$ cat config.mk
export PLATFORM = sky130hd
export DESIGN_NAME = trng_word_engine
export DESIGN_NICKNAME = d
export VERILOG_FILES = /design/src/rtl/trng_word_engine.sv
export SDC_FILE = /design/constraint.sdc
export NUM_CORES = 1
export LEC_CHECK = 0
export ABC_AREA = 1
export CAP_MARGIN = 20
export CORE_MARGIN = 2
export CORE_UTILIZATION = 46
export CTS_CLUSTER_DIAMETER = 50
export DETAILED_ROUTE_END_ITERATION = 10
export HOLD_SLACK_MARGIN = 0.05
export PLACE_DENSITY = 0.78
export SLEW_MARGIN = 20
export SYNTH_ARGS = -nofsm -noshare
export SYNTH_HDL_FRONTEND = slang
export SYNTH_SLANG_ARGS = --single-unit
export TNS_END_PERCENT = 5
$ cat constraint.sdc
create_clock -name clk -period 3.2 [get_ports clk]
set_input_delay 0.8 -clock clk [delete_from_list [all_inputs] [get_ports clk]]
set_output_delay 0.8 -clock clk [all_outputs]
set_load 0.05 [all_outputs]
$ cat src/rtl/trng_word_engine.sv
// rtl/trng_word_engine.sv - multi-source TRNG sampler, debiaser, health test and word packer
//
// Ports:
//   clk, rst      : clock; synchronous active-high reset
//   enable        : run enable; low freezes divider, debias state and word assembly
//   entropy_in    : asynchronous ring-oscillator outputs (NUM_SRC bits)
//   sample_div    : sample period minus 1 in clk cycles (0 = every cycle)
//   vn_en         : 1 = von Neumann debias, 0 = raw samples
//   health_clr    : pulse clearing health_fail and the repetition counter
//   word_data     : completed random word (WORD_W bits)
//   word_valid    : word_data holds a complete word
//   word_ready    : consumer accepts the word when word_valid and word_ready are high
//   health_fail   : sticky repetition-count failure
//   drop_cnt      : saturating count of whole words lost while the output was full
module trng_word_engine #(
    parameter int NUM_SRC   = 8,
    parameter int WORD_W    = 32,
    parameter int DIV_W     = 8,
    parameter int RCT_LIMIT = 16
) (
    input  logic               clk,
    input  logic               rst,
    input  logic               enable,
    input  logic [NUM_SRC-1:0] entropy_in,
    input  logic [DIV_W-1:0]   sample_div,
    input  logic               vn_en,
    input  logic               health_clr,
    output logic [WORD_W-1:0]  word_data,
    output logic               word_valid,
    input  logic               word_ready,
    output logic               health_fail,
    output logic [15:0]        drop_cnt
);

    localparam int               CNT_W    = $clog2(WORD_W);
    localparam logic [CNT_W-1:0] LAST_BIT = CNT_W'(WORD_W - 1);
    localparam logic [7:0]       RCT_MAX  = 8'(RCT_LIMIT);

    typedef enum logic {VN_IDLE, VN_HAVE1} vn_state_t;

    logic [NUM_SRC-1:0] sync_a, sync_b;
    logic               comb_bit;
    logic [DIV_W-1:0]   div_cnt;
    logic               tick;
    logic               samp, samp_v;
    logic [7:0]         rct_cnt, rct_next;
    logic               prev_samp;
    vn_state_t          vn_state, vn_next;
    logic               vn_first;
    logic               step;
    logic               emit, acc_bit;
    logic               accept, done, handshake;
    logic [WORD_W-1:0]  shreg, word_next;
    logic [CNT_W-1:0]   bit_cnt;

    // Two-flop synchroniser per source, then XOR-combine
    always_ff @(posedge clk) begin
        if (rst) begin
            sync_a <= '0;
            sync_b <= '0;
        end else begin
            sync_a <= entropy_in;
            sync_b <= sync_a;
        end
    end

    assign comb_bit = ^sync_b;

    // >= rather than == so a sample_div lowered below the running count
    // still fires on the very next compare instead of waiting for wrap-around.
    assign tick = enable && (div_cnt >= sample_div);

    always_ff @(posedge clk) begin
        if (rst) begin
            div_cnt <= '0;
            samp    <= 1'b0;
            samp_v  <= 1'b0;
        end else begin
            if (enable) begin
                div_cnt <= tick ? '0 : div_cnt + DIV_W'(1);
            end
            if (tick) begin
                samp <= comb_bit;
            end
            samp_v <= tick;
        end
    end

    // Repetition count: a zero count means no reference sample yet
    always_comb begin
        rct_next = 8'd1;
        if (rct_cnt != 8'd0 && samp == prev_samp) begin
            rct_next = (rct_cnt == RCT_MAX) ? rct_cnt : rct_cnt + 8'd1;
        end
    end

    always_ff @(posedge clk) begin
        if (rst) begin
            rct_cnt     <= 8'd0;
            prev_samp   <= 1'b0;
            health_fail <= 1'b0;
        end else if (health_clr) begin
            rct_cnt     <= 8'd0;
            health_fail <= 1'b0;
        end else if (samp_v) begin
            rct_cnt   <= rct_next;
            prev_samp <= samp;
            if (rct_next == RCT_MAX) begin
                health_fail <= 1'b1;
            end
        end
    end

    // Von Neumann corrector
    assign step = enable && samp_v;

    always_ff @(posedge clk) begin
        if (rst) begin
            vn_state <= VN_IDLE;
            vn_first <= 1'b0;
        end else begin
            vn_state <= vn_next;
            if (vn_en && step && vn_state == VN_IDLE) begin
                vn_first <= samp;
            end
        end
    end

    always_comb begin
        vn_next = vn_state;
        if (!vn_en) begin
            vn_next = VN_IDLE;
        end else if (step) begin
            vn_next = (vn_state == VN_IDLE) ? VN_HAVE1 : VN_IDLE;
        end
    end

    always_comb begin
        emit    = 1'b0;
        acc_bit = 1'b0;
        if (step) begin
            if (!vn_en) begin
                emit    = 1'b1;
                acc_bit = samp;
            end else if (vn_state == VN_HAVE1 && vn_first != samp) begin
                emit    = 1'b1;
                acc_bit = vn_first;
            end
        end
    end

    // Word assembly, LSB-first
    assign accept    = emit && !health_fail;
    assign done      = accept && (bit_cnt == LAST_BIT);
    assign handshake = word_valid && word_ready;

    always_comb begin
        word_next          = shreg;
        word_next[bit_cnt] = acc_bit;
    end

    always_ff @(posedge clk) begin
        if (rst) begin
            shreg      <= '0;
            bit_cnt    <= '0;
            word_data  <= '0;
            word_valid <= 1'b0;
            drop_cnt   <= 16'd0;
        end else begin
            if (accept) begin
                shreg   <= word_next;
                bit_cnt <= done ? '0 : bit_cnt + CNT_W'(1);
            end
            if (done) begin
                // Output register free or being emptied this cycle: load; else drop
                if (!word_valid || word_ready) begin
                    word_data  <= word_next;
                    word_valid <= 1'b1;
                end else if (drop_cnt != 16'hFFFF) begin
                    drop_cnt <= drop_cnt + 16'd1;
                end
            end else if (handshake) begin
                word_valid <= 1'b0;
            end
        end
    end

endmodule

---- Yosys cells after proc, flatten, opt, wreduce, memory -nomap -nowiden ----
Index checks and enable logic that the tools add are counted.
W data, S select, Z words.
cells by class
  $add $sub $neg .......................... 4
  $mul .................................... 0
  div/mod/pow operators ................... 0
  $lt $le $gt $ge ......................... 3
  eq/ne operators ......................... 7
  shift operators ......................... 0
  mux-type cells .......................... 17
  bitwise operators ....................... 4
  reductions and logical operators ........ 23
operator list
  cell                     number
  $bwmux W32               1
  $mux W8                  3
  $add A16 B1 Y16 const B  1
  $add A8 B1 Y8 const B    2
  $eq A8 B5 Y1 const B     2
  $ne A16 B16 Y1 const B   1
  $mux W1                  11
  $logic_and A1 B1 Y1      10
  $ge A8 B8 Y1             1
  $reduce_and A2 Y1        4
  $reduce_bool A8 Y1       1
  $reduce_xor A8 Y1        1
  $lt A5 B6 Y1 const B     1
  $add A5 B1 Y5 const B    1
  $demux W1 S5             1
  $eq A5 B5 Y1 const B     1
  $ge A5 B1 Y1 const B     1
  $mux W5                  1
  $not A1 Y1               4
  $reduce_or A2 Y1         2
  $reduce_and A3 Y1        1
  $logic_not A1 Y1         2
  $ne A2 B1 Y1 const B     1
  $reduce_bool A2 Y1       1
  3 further kinds          3
storage, ports and cells
  register bits after elaboration ......... 124
  bits in latches ......................... 0
  RAM bits ................................ 0
  bits in read-only memories .............. 0
  input bits .............................. 22
  output and inout port bits .............. 50
  logic and storage cells ................. 73
  memories ................................ 0

---- Depth between registers and ports, before layout ----
Gate-level depths: netlist of run 1.
  word-level depth ........................ 9
  mapped depth ............................ 11

---- Worst setup path after synthesis of run 1 ----
Ideal clock, no wire load.
  path type ............................... register to register
  from .................................... reg drop_cnt[0]
  to ...................................... reg drop_cnt[2]
  setup time .............................. 0.117 ns
  data arrival time ....................... 1.950 ns
  required time ........................... 3.083 ns
  slack ................................... 1.133 ns
  cell stages (with the launch flop) ...... 10
  period minus slack after synthesis ...... 2.067 ns
  cells stage by stage .................... dfxtp_1 > ha_1 > nand2_1 > nor3_4 > nand2_2 > nor3_4 > nor2_4 > buf_6 > a21oi_1 > nor2_1
on the way
  longest elaborated chain between the ends .. 2
RTL lines
  element                                                                  line  RTL
  from (decl)                                                              32    output logic [15:0] drop_cnt
  from (signal assigned)                                                   180   drop_cnt <= drop_cnt + 16'd1;
  parallel branches: the longest is 2 deep, another holds $add A16 B1 Y16  --
Several ways; the timed one is not identified.
A chain may end at the register's enable or synchronous reset.

---- Worst setup path after layout of run 1 ----
  from .................................... reg drop_cnt[12]
  to ...................................... out drop_cnt[12]
No word-level cell between the ends.

==> results.tsv, run 1 <==
metric	value	unit
CTS Hold Bufs	0	
Yosys reg bits	124	
worst-path fanout max	7	
Final TNS setup	0	ns
Vias	5194	
data arrival time of the worst path	1.74	ns
PD cells	527	mW/mm^2
Mean Syn Cell Area	7.20	sq um
Max Freq	394	MHz
post-layout min period	2.54	ns
HP Class	reg -> reg	
crit path buf inv count	1	
count of cell types in the netlist	36	
Final setup viols	0	
Starting DRT DRC Count	415	
period utilization	0.792	
Power Total	3.83	mW
CTS clk-pin slew, worst paths	0.05	ns
Syn Std Cell Area	0.00575	sq mm
post-synthesis cell count	799	
n_diodes	0	
Seq. cell area	0.00248	sq mm
ANT nets after route	0	
syn nets	838	
top cell type's share of synthesized area	0.432	
Fin. Hold Viols	0	
RSZ-0062 raised after global routing	false	
Startpoint Class	flop	
routability cong.	0.866	
crit end category	output pin	
count leader, synth	nor2_1	
Post-Place Cells	1012	
relative slew slack	0.492	
DR vias/cell	4.98	
initial antenna violation count	0	
die area	0.0134	sq mm
Multi-input gate area	0.00282	sq mm
CTS sink cnt	124	
All-Layer GR Usage	0.197	
Worst EP required	2.40	ns
drt first pass iters	4	
DRC viols	0	
routed length per instance	12.1	microns
Peak VDD IR	272	uV
Max Root-Sink Buffers	2	
Syn. warnings	0	
largest net degree at the start of global routing	56	
Worst Skew	0.00608	ns
Lkg Pwr	2.88	nW
vias in the first global route	4712	
Core ar.	0.0121	sq mm
fin cells	1044	
initial core utilization	0.475	
CP Cell Sequence	clkdlybuf4s50_1	
Post-synth ARST share	0	
Post-CTS Setup Repair Bufs	0	
Synth area leader	dfxtp_1	
worst-skew pair later-pin latency	0.42	ns
total gr overflow	0	
Crit path max-delay family	buffers and inverters	
Area contributors post-synth	dfxtp_1, nor2_1, a21oi_1, nand2_1, o21ai_0	
Slew Viols, Final	0	
fin nets	902	
Rows	40	
ys flop type	dfxtp_1	
share of layout cells above drive strength 1	0.0651	
routed wire length	12.7	mm
Fillers	1078	
EDFF count, synth	0	
Worst-Margin Slew	0.760	ns
top cells by count, synth	nor2_1, dfxtp_1, nand2_1	
crit path max-delay cell type	clkdlybuf4s50_1	
io pins	72	
CTS root buf	clkbuf_16	
maxcap violations	0	
P&R area growth vs syn	26.5	%
CTS tree	yes	
# resized after CTS	0	
IO Port Bufs	71	
max incr delay on CP	0.86	ns
Horiz. Die Dim	116	microns
H-tree depth	4	
WS Path Type	reg -> out	
Num CTS Buffers	17	
outcome	completed	
sequential element share of the synthesized area	0.432	
first-pass GRT wire length	20.9	mm
hpwl dp	8.32	mm
Die Y	116	microns
==> layer usage <==
metal,GRT usage,up-vias,part of all wire
li1,-,2724,-
met1,0.240,2358,0.45
met2,0.329,88,0.49
met3,0.0471,24,0.040
met4,0.0913,0,0.020
met5,0,-,0
==> cells in the final DEF (no fill, tap or decap), types with 2 or more instances in the layout <==
cell type        count
o21ai_2              2
ha_1                17
clkinv_1             3
o31ai_1              7
nand4_1              6
xor2_1              10
buf_4                5
clkdlybuf4s50_1     70
buf_12               3
nor2_4               2
nor2_1             177
nand2_1            109
nand3_1             28
dfxtp_1            124
xnor2_1             14
a211oi_1             4
a21oi_1             83
nor2_2               2
nor3_4               2
nor3_1              10
inv_2                2
o21ai_0             74
a31oi_1              2
clkbuf_16           17
nand2_2              4
clkinv_4             3
clkinvlp_4           3
o21ai_1              5
inv_1               70
bufinv_16            6
==> power by group <==
group | leakage, nW | internal (mW) | switching [mW]
combinational | 1.57 | 0.0494 | 0.0568
clock | 0.317 | 1.46 | 0.704
sequential | 1.00 | 1.56 | 0.00576
==> final timing paths <==
| path | from | endpoint | slack, ns | cells after the start |
|---|---|---|---|---|
| worst max-delay path | drop_cnt[12] | drop_cnt[12] | 0.66 | 1 |
| worst min-delay path | sync_a[7] | sync_b[7] | 0.40 | 2 |
| worst max register to register | bit_cnt[0] | word_data[23] | 0.72 | 8 |
| worst min register to register | sync_a[7] | sync_b[7] | 0.40 | 2 |
==> flip-flops by register name, indices dropped and copies added, names as in the netlist <==
name,cells
shreg,32
word_data,32
drop_cnt,16
div_cnt,8
rct_cnt,8
sync_a,8
sync_b,8
bit_cnt,5
health_fail,1
prev_samp,1
samp,1
samp_v,1
vn_first,1
vn_state,1
word_valid,1
==> through the flow <==
| step | area (sq um) | util | hold slack [ns] | setup slack (ns) |
|---|---|---|---|---|
| after global placement | 6600 | 0.545 | 0.391 | 0.413 |
| after detailed placement | 6600 | 0.545 | 0.393 | 0.359 |
| final | 7270 | 0.601 | 0.399 | 0.665 |
| after floorplan | 5750 | - | 0.388 | 1.13 |
| after CTS | 7270 | 0.601 | 0.401 | 0.649 |
| after global routing | 7270 | 0.601 | 0.413 | 0.419 |
==> kinds of logic (layout without fill, tap and decap cells) <==
group	count (synthesis)	in the layout	synth area share
xor+xnor	24	24	0.0366
mux	1	1	0.00174
simple gates	343	343	0.250
flops	124	124	0.432
fa+ha+maj	17	17	0.0370
compound gates	181	181	0.166
buf+inv	109	186	0.0770
==> layout make-up <==
cell class | count | share of cell area
Tap cell | 168 | 0.0289
Clock inverter | 14 | 0.0334
Inverter | 75 | 0.0387
Multi-Input combinational cell | 566 | 0.388
Clock buffer | 18 | 0.0590
Timing Repair Buffer | 79 | 0.110
Sequential cell | 124 | 0.341
No activity file was read; power rests on OpenSTA's default activity.
==> run 2, diff against run 1 <==
- clock period: 3.2 -> 2.45 ns (I/O delays scaled with it)
==> run 2 against run 1 <==
Non-clock buffer count increased by 5. Via count barely moved. Count of clock-buffer cells in the layout is 5 higher. Worst hold slack about the same. Sequential share of layout area rose by 0.30 points. Combinational power is 29% higher. Critical endpoint unchanged. Largest power group unchanged. Highest routed layer unchanged.
==> results.tsv, run 2 (synthesis gave the netlist of run 1 again) <==
metric	value	unit	change
n_diodes	0		unchanged
min-delay src	sync_a[3]		was sync_a[7]
CTS root buf	clkbuf_16		unchanged
GRT busiest layer	met2		unchanged
hpwl dp	8.34	mm	was 8.32 mm
crit path max-delay cell type	clkdlybuf4s50_1		unchanged
P&R area growth vs syn	25.4	%	was 26.5%
WS Path Type	reg -> out		unchanged
Placed Area	0.00666	sq mm	was 0.00660 sq mm
initial core utilization	0.475		unchanged
PD cells	622	mW/mm^2	was 527 mW/mm^2
max incr delay on CP	0.85	ns	was 0.86 ns
R2R Path Start	bit_cnt[2]		was bit_cnt[0]
Max Root-Sink Buffers	2		unchanged
Lkg Pwr	2.87	nW	was 2.88 nW
Fin. Hold Viols	0		unchanged
reg-to-reg slack, setup	0.54	ns	was 0.72 ns
routability cong.	0.864		was 0.866
Power Total	4.49	mW	was 3.83 mW
CTS Hold Bufs	0		unchanged
fin cells	1048		was 1,044
design area	0.00721	sq mm	was 0.00727 sq mm
Crit path max-delay family	buffers and inverters		unchanged
die area	0.0134	sq mm	unchanged
routed wire length	12.4	mm	was 12.7 mm
IO Port Bufs	71		unchanged
commonest non-fill, non-tap cell in the layout	nor2_1		unchanged
Starting DRT DRC Count	403		was 415
Worst Skew	0.00699	ns	was 0.00608 ns
relative slew slack	0.647		was 0.492
Core ar.	0.0121	sq mm	unchanged
Horiz. Die Dim	116	microns	unchanged
critical path depth	1		unchanged
Hold EP	sync_b[3]		was sync_b[7]
crit end category	output pin		unchanged
DR vias/cell	4.95		was 4.98
commonest cells after routing, fill and taps aside	nor2_1, dfxtp_1, nand2_1		unchanged
CTS tree	yes		unchanged
share of layout cells above drive strength 1	0.0670		was 0.0651
worst-skew pair later-pin latency	0.42	ns	about the same
worst-path fanout max	7		unchanged
DRC viols	0		unchanged
CTS clk-pin slew, worst paths	0.05	ns	about the same
Final setup viols	0		unchanged
Top Registers	shreg x32, word_data x32, drop_cnt x16		unchanged
routed length per instance	11.8	microns	was 12.1 microns
# resized after CTS	0		unchanged
data arrival time of the worst path	1.73	ns	was 1.74 ns
crit path buf inv count	1		unchanged
CTS sink cnt	124		unchanged
Vias	5189		was 5,194
period utilization	0.957		
Num CTS Buffers	17		unchanged
Final TNS setup	0	ns	unchanged
fin nets	907		was 902
CP Cell Sequence	clkdlybuf4s50_1		unchanged
Rows	40		unchanged
RSZ-0062 raised after global routing	false		unchanged
Worst-Margin Slew	0.528	ns	was 0.760 ns
initial antenna violation count	0		unchanged
H-tree depth	4		unchanged
grt met3 use	0.0429		was 0.0471
io pins	72		unchanged
ANT nets after route	0		unchanged
outcome	completed		unchanged
vias in the first global route	4614		was 4,712
post-layout min period	2.34	ns	
Reg2Reg Depth	7		was 8
met2 Resource Use GR	0.319		was 0.329
fin util	0.595		was 0.601
Worst EP required	1.84	ns	was 2.40 ns
Peak VDD IR	354	uV	was 272 uV
Post-CTS Setup Repair Bufs	0		unchanged
All-Layer GR Usage	0.193		was 0.197
maxcap violations	0		unchanged
Die Y	116	microns	unchanged
met1 track demand over resource	0.243		was 0.240
total gr overflow	0		unchanged
drt first pass iters	4		unchanged
Slew Viols, Final	0		unchanged
WHS Path Cells	2		unchanged
Startpoint Class	flop		unchanged
largest net degree at the start of global routing	56		unchanged
HP Class	reg -> reg		unchanged
Max Freq	427	MHz	
Post-Place Cells	1017		was 1,012
worst r2r dst	word_data[31]		was word_data[23]
first-pass GRT wire length	20.7	mm	was 20.9 mm
==> run 2: report_power, final <==
part           internal (mW)  leakage (nW)  switching, mW  total [mW]
Clock                   1.45         0.272          0.853        2.31
Sequential              2.03          1.00        0.00770        2.04
Combinational         0.0647          1.60         0.0728       0.137
Total                   3.55          2.87          0.934        4.49
==> run 2: layer usage <==
| layer | wire [microns] | vias up |
|---|---|---|
| met4 | 278 | 0 |
| met1 | 5790 | 2344 |
| met5 | 0 | - |
| met3 | 519 | 25 |
| met2 | 5770 | 90 |
| li1 | - | 2730 |
==> run 2: how the worst max path moves through the flow <==
stage              endpoint           from
2_1_floorplan   drop_cnt[2]    drop_cnt[0]
3_3_place_gp     div_cnt[0]  sample_div[5]
3_5_place_dp     div_cnt[0]  sample_div[5]
4_1_cts        drop_cnt[12]   drop_cnt[12]
5_1_grt        drop_cnt[12]   drop_cnt[12]
6_report       drop_cnt[12]   drop_cnt[12]
==> run 2: final cells by class <==
type                       instances  area, sq um
tap                              168          210
timing repair buffer              84          866
multi-input combinational        566         2820
clock buffer                      23          478
fill                            1132         4900
sequential                       124         2480
inverter                          75          282
clock inverter                     8         67.6
==> run 2: stage by stage <==
| step | setup slack (ns) | hold WS (ns) |
|---|---|---|
| detailed placement | 0.0550 | 0.394 |
| global placement | 0.0790 | 0.394 |
| CTS | 0.0869 | 0.401 |
| finish | 0.106 | 0.399 |
| global route | 0.0455 | 0.403 |
| floorplan | 0.383 | 0.388 |
==> run 3, diff against run 2 <==
- ABC_CLOCK_PERIOD_IN_PS: not set -> 2450
- CORE_MARGIN: 2 -> not set
- TNS_END_PERCENT: 5 -> not set
==> run 3 against run 2 <==
Clock power up 14%. Clock skew down 0.0017 ns. Utilization up 0.88 points. Flip-flop and latch count unchanged. Power up 7.4%. Design area up 1.5%. Count of clock-buffer cells in the layout up 1. Non-clock buffer count up 5. Worst hold slack about the same. Worst setup slack better by 0.0069 ns. Register-to-register slack worse by 0.05 ns. Combinational power up 3%. Critical path type unchanged. Largest power group unchanged. Highest routed layer unchanged.
==> results.tsv, run 3 (synthesis gave the netlist of run 1 again) <==
metric	value	unit	change
Die Y	114	microns	was 116 microns
total gr overflow	0		unchanged
Lkg Pwr	2.94	nW	was 2.87 nW
met1 track demand over resource	0.253		was 0.243
P&R area growth vs syn	27.2	%	was 25.4%
Crit path max-delay family	buffers and inverters		unchanged
Startpoint Class	flop		unchanged
fin nets	912		was 907
Starting DRT DRC Count	327		was 403
hpwl dp	8.66	mm	was 8.34 mm
H-tree depth	4		unchanged
Reg2Reg Depth	7		unchanged
n_diodes	0		unchanged
DRC viols	0		unchanged
worst-skew pair later-pin latency	0.41	ns	was 0.42 ns
R2R Path Start	bit_cnt[2]		unchanged
worst r2r dst	word_data[31]		unchanged
max incr delay on CP	0.86	ns	was 0.85 ns
outcome	completed		unchanged
largest net degree at the start of global routing	56		unchanged
CTS root buf	clkbuf_16		unchanged
Rows	40		unchanged
Power Total	4.82	mW	was 4.49 mW
Final setup viols	0		unchanged
commonest non-fill, non-tap cell in the layout	nor2_1		unchanged
RSZ-0062 raised after global routing	false		unchanged
period utilization	0.954		was 0.957
initial core utilization	0.475		unchanged
Horiz. Die Dim	114	microns	was 116 microns
Peak VDD IR	388	uV	was 354 uV
initial antenna violation count	0		unchanged
share of layout cells above drive strength 1	0.0723		was 0.0670
io pins	72		unchanged
CTS Hold Bufs	0		unchanged
Worst EP required	1.84	ns	about the same
GRT busiest layer	met2		unchanged
Post-Place Cells	1022		was 1,017
Vias	5232		was 5,189
fin cells	1053		was 1,048
routability cong.	0.907		was 0.864
PD cells	659	mW/mm^2	was 622 mW/mm^2
Worst Skew	0.00528	ns	was 0.00699 ns
All-Layer GR Usage	0.211		was 0.193
crit end category	output pin		unchanged
Slew Viols, Final	0		unchanged
maxcap violations	0		unchanged
crit path max-delay cell type	clkdlybuf4s50_1		unchanged
first-pass GRT wire length	21.9	mm	was 20.7 mm
grt met3 use	0.0489		was 0.0429
CTS sink cnt	124		unchanged
critical path capture point	drop_cnt[12]		unchanged
data arrival time of the worst path	1.72	ns	was 1.73 ns
CTS clk-pin slew, worst paths	0.05	ns	about the same
CP Cell Sequence	clkdlybuf4s50_1		unchanged
Final TNS setup	0	ns	unchanged
relative slew slack	0.636		was 0.647
post-layout min period	2.34	ns	about the same
Worst-Margin Slew	0.545	ns	was 0.528 ns
routed wire length	12.7	mm	was 12.4 mm
Max Freq	428	MHz	was 427 MHz
commonest cells after routing, fill and taps aside	nor2_1, dfxtp_1, nand2_1		unchanged
worst-path fanout max	7		unchanged
Num CTS Buffers	17		unchanged
WS Path Type	reg -> out		unchanged
CTS tree	yes		unchanged
crit path from	drop_cnt[12]		unchanged
reg-to-reg slack, setup	0.49	ns	was 0.54 ns
Core ar.	0.0121	sq mm	unchanged
DR vias/cell	4.97		was 4.95
die area	0.0129	sq mm	was 0.0134 sq mm
vias in the first global route	4893		was 4,614
Fin. Hold Viols	0		unchanged
Max Root-Sink Buffers	2		unchanged
# resized after CTS	0		unchanged
ANT nets after route	0		unchanged
IO Port Bufs	71		unchanged
Top Registers	shreg x32, word_data x32, drop_cnt x16		unchanged
routed length per instance	12.1	microns	was 11.8 microns
met2 Resource Use GR	0.364		was 0.319
Post-CTS Setup Repair Bufs	0		unchanged
crit path buf inv count	1		unchanged
drt first pass iters	5		was 4
critical path depth	1		unchanged
HP Class	reg -> reg		unchanged
run 3: changes by cell type in the layout (fill, tap and decap cells not counted):
| cell | change |
|---|---|
| buf_12 | -1 |
| buf_4 | +6 |
| bufinv_16 | +3 |
| clkbuf_8 | +1 |
| clkinv_2 | -3 |
| clkinvlp_4 | -1 |
run 3: cell type report:
cell class                 count  area [sq um]
clock inverter                 7           135
multi-input combinational    566          2820
clock buffer                  24           492
fill                        1104          4800
inverter                      75           282
timing repair buffer          89           891
sequential                   124          2480
tap                          168           210
run 3: metal layers:
layer  up-vias  share of wire
met5         -              0
met4         0          0.016
met3        15          0.033
met2        81           0.49
met1      2385           0.46
li1       2751              -
run 3: per-stage QoR:
stage                     hold slack (ns)  cell area, sq um  utilization  worst slack (ns)
after floorplan                     0.388              5750            -             0.383
after global placement              0.390              6690        0.552            0.0832
after detailed placement            0.395              6690        0.552            0.0406
after CTS                           0.404              7320        0.604             0.106
after global routing                0.424              7320        0.604            0.0530
final                               0.400              7320        0.604             0.113
run 3: report_power, final:
part           internal, mW  switching, mW
registers              2.04        0.00792
logic                0.0668         0.0740
clock network          1.80          0.836
run 3: worst min path at each step:
stage          startpoint   endpoint  slack, ns  cells after the start
4_1_cts         sync_a[5]  sync_b[5]       0.40                      2
2_1_floorplan   sync_a[0]  sync_b[0]       0.39                      2
3_3_place_gp    sync_a[1]  sync_b[1]       0.39                      2
3_5_place_dp    sync_a[7]  sync_b[7]       0.39                      2
6_report        sync_a[5]  sync_b[5]       0.40                      2
5_1_grt         sync_a[5]  sync_b[5]       0.42                      2
